===== config.mk =====
export PLATFORM = sky130hd
export DESIGN_NAME = mem_ctrl
export DESIGN_NICKNAME = d
export VERILOG_FILES = /design/src/rtl/mem_ctrl.sv
export SDC_FILE = /design/constraint.sdc
export NUM_CORES = 1
export LEC_CHECK = 0
export ABC_AREA = 1
export CAP_MARGIN = 20
export CORE_MARGIN = 2
export CORE_UTILIZATION = 35
export CTS_BUF_LIST = sky130_fd_sc_hd__clkbuf_4
export DETAILED_ROUTE_END_ITERATION = 10
export PLACE_DENSITY = 0.82
export SYNTH_ARGS = -nofsm -noshare
export SYNTH_HDL_FRONTEND = slang
export SYNTH_SLANG_ARGS = --single-unit

===== constraint.sdc =====
create_clock -name clk -period 1.7 [get_ports clk]
set_input_delay 0.34 -clock clk [delete_from_list [all_inputs] [get_ports clk]]
set_output_delay 0.34 -clock clk [all_outputs]
set_load 0.05 [all_outputs]

===== src/rtl/mem_ctrl.sv =====
// mem_ctrl: byte-wide memory controller between two requesters (MEM stage,
// instruction fetch) and a single-port external RAM.
//
// Handshake: a requester raises *_req and holds its address/data stable until
// the matching *_grant is seen high. *_grant is combinational, and the access
// is taken at the rising edge of a cycle in which req and grant are both high.
// Read bytes come back three cycles after the grant, as a one-cycle
// *_data_valid pulse with *_data.
//
// Arbitration: MEM has priority over IF, even while its request is blocked.
//
// Optional feature (macro MEMCTRL_IO_STALL_EN): a MEM write at or above
// IO_BASE is held ungranted while io_buffer_full is high. Without the macro,
// io_buffer_full is ignored.
//
// Ports:
//   clk, rst             clock; asynchronous active-low reset
//   if_req/if_addr       fetch byte-read request
//   if_grant             fetch request accepted this cycle (combinational)
//   if_data/_valid       fetch read byte and its one-cycle valid pulse
//   mem_req/mem_r_w      MEM byte request, 0 = read, 1 = write
//   mem_req_addr/_data   MEM address and write byte
//   mem_grant            MEM request accepted this cycle (combinational)
//   mem_data/_valid      MEM read byte and its one-cycle valid pulse
//   io_buffer_full       IO sink cannot take a byte
//   ram_din              RAM read data, valid the cycle after ram_a
//   ram_dout/ram_a/ram_wr registered RAM write data, address, write enable
module mem_ctrl #(
  parameter int          ADDR_W  = 32,
  parameter logic [31:0] IO_BASE = 32'h0003_0000
) (
  input  logic              clk,
  input  logic              rst,
  input  logic              if_req,
  input  logic [31:0]       if_addr,
  output logic              if_grant,
  output logic [7:0]        if_data,
  output logic              if_data_valid,
  input  logic              mem_req,
  input  logic              mem_r_w,
  input  logic [31:0]       mem_req_addr,
  input  logic [7:0]        mem_req_data,
  output logic              mem_grant,
  output logic [7:0]        mem_data,
  output logic              mem_data_valid,
  input  logic              io_buffer_full,
  input  logic [7:0]        ram_din,
  output logic [7:0]        ram_dout,
  output logic [ADDR_W-1:0] ram_a,
  output logic              ram_wr
);

  typedef enum logic {
    OWN_IF  = 1'b0,
    OWN_MEM = 1'b1
  } owner_t;

  logic   io_block;
  logic   tag1_valid;
  owner_t tag1_owner;
  logic   tag2_valid;
  owner_t tag2_owner;

`ifdef MEMCTRL_IO_STALL_EN
  // Only writes into the IO window stall; IO reads pass straight through.
  assign io_block = mem_r_w & (mem_req_addr >= IO_BASE) & io_buffer_full;
`else
  assign io_block = 1'b0;
`endif

  // Upper address bits are dropped when ADDR_W < 32, and io_buffer_full is
  // unused without the stall feature; fold them into one sink signal.
  logic unused_inputs;
  assign unused_inputs = ^{if_addr, mem_req_addr, io_buffer_full};

  // A blocked MEM request still keeps IF off the RAM.
  assign mem_grant = mem_req & ~io_block;
  assign if_grant  = if_req & ~mem_req;

  always_ff @(posedge clk or negedge rst) begin
    if (!rst) begin
      ram_a          <= '0;
      ram_wr         <= 1'b0;
      ram_dout       <= 8'h00;
      tag1_valid     <= 1'b0;
      tag1_owner     <= OWN_IF;
      tag2_valid     <= 1'b0;
      tag2_owner     <= OWN_IF;
      if_data        <= 8'h00;
      if_data_valid  <= 1'b0;
      mem_data       <= 8'h00;
      mem_data_valid <= 1'b0;
    end else begin
      // RAM command stage: address and data hold when idle, write strobe drops.
      ram_wr <= 1'b0;
      if (mem_grant) begin
        ram_a  <= mem_req_addr[ADDR_W-1:0];
        ram_wr <= mem_r_w;
        if (mem_r_w) begin
          ram_dout <= mem_req_data;
        end
      end else if (if_grant) begin
        ram_a <= if_addr[ADDR_W-1:0];
      end

      // Tag stage 1 lines up with ram_a, stage 2 with ram_din.
      tag1_valid <= (mem_grant & ~mem_r_w) | if_grant;
      tag1_owner <= mem_grant ? OWN_MEM : OWN_IF;
      tag2_valid <= tag1_valid;
      tag2_owner <= tag1_owner;

      // Return stage: route ram_din to whoever owns the stage-2 tag.
      if_data_valid  <= tag2_valid & (tag2_owner == OWN_IF);
      mem_data_valid <= tag2_valid & (tag2_owner == OWN_MEM);
      if (tag2_valid && tag2_owner == OWN_IF) begin
        if_data <= ram_din;
      end
      if (tag2_valid && tag2_owner == OWN_MEM) begin
        mem_data <= ram_din;
      end
    end
  end

endmodule


# [Yosys cells after proc, flatten, opt, wreduce, memory -nomap -nowiden]
# Cells that the tools add are included.
[word_totals] reg_bits=63 input_bits=86 out_inout_bits=61 elab_cells=27
[classes] n_mux=4 bitwise=8 reduce_logical=4
[ops] operator="32-bit 2-to-1 mux" count=2
[ops] operator="1-bit bitwise AND" count=4
[ops] operator="1-bit inverter" count=3
[ops] operator="1-bit logical AND" count=2
[ops] operator="1-bit 2-to-1 mux" count=2
[ops] operator="2-bit AND reduction" count=1
[ops] operator="2-bit nonzero test" count=1
[ops] operator="1-bit OR" count=1

# [Longest topological paths before layout]
[logic_depth] depth_word=4 depth_mapped=5 mapped_depth_nobuf=4

# [Worst setup path before layout]
# No wires, ideal clock.
[synth_path] kind="in2out" startpoint="in if_req" endpoint="out if_grant" arrival_time_ns=1.324 required_time_ns=1.360 setup_slack_ns=0.036 stages=4 n_path_buf=2 cell_sequence="buf_4 buf_4 inv_1 nor2_1"
[synth_via] elab_chain_cells=1
[synth_lines] item="from (decl)" line="34" text="input logic if_req,"
[synth_lines] item="1-bit bitwise AND" line="78" text="assign if_grant = if_req & ~mem_req;"
[synth_lines] item="to (decl)" line="36" text="output logic if_grant,"
# No other way between the ends.

# [Final worst setup path]
# Ends and elaborated chain as after synthesis.

==> impl_metrics.tcl <==
set metrics [dict create \
    cts_root_buf "clkbuf_4" \
    clk_latency_ps 370 \
    synth-xor-area-share 0 \
    pwr_density_cell_nw_per_um2 989 \
    synth_top_family_by_area "simple AND/OR/NAND/NOR gates" \
    worstReg2RegStart "tag2_owner" \
    pre_cts_slack_ps -2.56 \
    syn_inst 291 \
    finalPower_mw 4.08 \
    die_w_um 90.1 \
    drive_gt1_frac 0.204 \
    avgSynthCellArea_um2 8.92 \
    grt-ovfl-total 0 \
    yosys.area_share.simple 0.339 \
    grt_usage 0.186 \
    dieArea_um2 8120 \
    criticalPathCategory "in2out" \
    placedCellCount 527 \
    clkTransAtPathRegs_ps 110 \
    min_period_ps 1580 \
    drc 0 \
    postSynthNetCount 377 \
    max_freq_mhz 633 \
    vias 2531 \
    hold_violations 0 \
    final.setup.worst_slack_ps 121 \
    critPathLaunchType "primary input" \
    core-area_um2 7210 \
    die_y_um 90.1 \
    tightest_slew_ps 543 \
    endpoint "if_grant" \
    final_core_util 0.572 \
    antenna_cells 0 \
    post-route-cell-area_um2 4120 \
    fin_worst_skew_ps 10.2 \
    ios 147 \
    yosysWarnings 0 \
    path_max_fanout 3 \
    p_leak_nw 2.05 \
    hold-worst-slack_ps 355 \
    io_buffers 145 \
    endpoint_kind "primary output" \
    ir_drop_v 0.000390 \
    muxShareOfSynthArea 0 \
    antenna_found_initial 0 \
    ys_ff_latch 63 \
    drv_cap 0 \
    synth_area_um2 2590 \
    first_global_vias 2611 \
    cts_tree "done" \
    cp.required_ps 1360 \
    hp-class "reg2reg" \
    tns_ps 0 \
    clock_sinks 63 \
    crit_start "if_req" \
    avgViaCountPerCell 4.65 \
    final-setup-viol-count 0 \
    grt_max_degree 64 \
    syn_to_final_growth_pct 58.9 \
    synth_cell_types 13 \
    synth.area.top_cells "dfrtp_1 61%, nand2_1 20%, nand3_1 12%" \
    finalNonFillerCells 544 \
    critPathArrivalTime_ps 1240 \
    drv_slew 0 \
    routed_wl_mm 7.45 \
    htree_num_levels 3 \
    synthAdderAreaFrac 0 \
    status "completed" \
    place_area_um2 3980 \
    dp_hpwl_mm 5.47 \
    antenna_left 0 \
    min_period_over_period 0.929 \
    gp_congestion 0.805 \
    synth_top_area_share 0.608 \
    final_nets 526 \
    rows 31 \
    nFillCells 658 \
    avgRoutedWirePerCell_um 13.7 \
    slew_headroom 0.637 \
    grt_pass1_wl_mm 12.2 \
    drt_iter0_markers 74 \
    synth_area_leader_cell "dfrtp_1" \
    r2r_slack_ps 570 \
    synth_compound_area_frac 0 \
    drt_pass1_iterations 5 \
    r2r_cells 4 \
    ys_seq_area_frac 0.608 \
    post-cts-setup-buffers 0 \
    numCtsBuffers 9 \
    rr_endpoint "mem_data[4]" \
    clk_path_buf_depth 2 \
    rsz0062_at_grt "false" \
    initial_core_util 0.360 \
]
[per-layer routing]
layer	vias to the layer above	track usage	part of all wire
met4	0	0.0500	0.0082
li1	1225	-	-
met1	1186	0.218	0.41
met2	112	0.332	0.50
met3	8	0.0536	0.077
met5	-	0	0
[Yosys cell counts]
library cell,number
nor2_8,1
nand3_1,64
dfrtp_1,63
nor2_2,1
clkinv_1,1
buf_6,4
nand2_2,2
inv_1,3
inv_2,2
buf_4,6
buf_2,5
nor2_1,2
nand2_1,137
[logic make-up (layout without fill, tap and decap cells)]
group,after synthesis,after routing
DFF,63,63
and+or+nand+nor,207,207
buffers and inverters,21,175
[power by group]
group / internal (mW) / total, mW / switching, mW
Combinational: 0.476 / 1.35 / 0.877
Clock: 0.436 / 0.971 / 0.535
Sequential: 1.66 / 1.75 / 0.0935
Total: 2.57 / 4.08 / 1.51
[sequential cells by signal, indices dropped and copies added, names as in the netlist]
| signal | count |
|---|---|
| if_data | 8 |
| if_data_valid | 1 |
| mem_data | 8 |
| mem_data_valid | 1 |
| ram_a | 32 |
| ram_dout | 8 |
| ram_wr | 1 |
| tag1_owner | 1 |
| tag1_valid | 1 |
| tag2_owner | 1 |
| tag2_valid | 1 |
[cell type report]
class,count,area (um2),share of cell area
Sequential cell,63,1580,0.382
Tap cell,99,124,0.0300
Timing Repair Buffer,153,1390,0.337
Multi-Input combinational cell,207,881,0.214
Clock buffer,9,67.6,0.0164
Clock inverter,7,63.8,0.0155
Inverter,6,22.5,0.00546
[placed cells by master (no fill, tap or decap)]
cell and count:
nand2_1 137, clkdlybuf4s50_1 82, buf_4 65, nand3_1 64
dfrtp_1 63, clkbuf_4 9, inv_1 3, clkinv_2 3
buf_12 3, nor2_1 2, nand2_2 2, inv_2 2
clkinv_1 2, clkinvlp_4 2, buf_2 2, nor2_8 1
nor2_2 1, bufinv_16 1, dlygate4sd3_1 1
[what timing repair did]
action	4_1_cts	5_1_grt
gates resized for setup	0	0
hold endpoints to repair	63	0
hold buffers	1	0
[worst max-delay path, cell delays in order]
cell	delay, ps
clkdlybuf4s50_1	510
inv_1	50
nor2_1	170
buf_12	170
[how the worst min path moves through the flow]
stage               startpoint    endpoint  slack, ps  depth (start not counted)
floorplan                  rst  if_data[0]         40                          0
global placement    tag1_valid  tag2_valid        330                          0
detailed placement  tag1_owner  tag2_owner        340                          0
CTS                 tag1_valid  tag2_valid        360                          0
global route        tag1_owner  tag2_owner        370                          0
finish              tag1_valid  tag2_valid        350                          0
(Power assumes the default switching activity.)
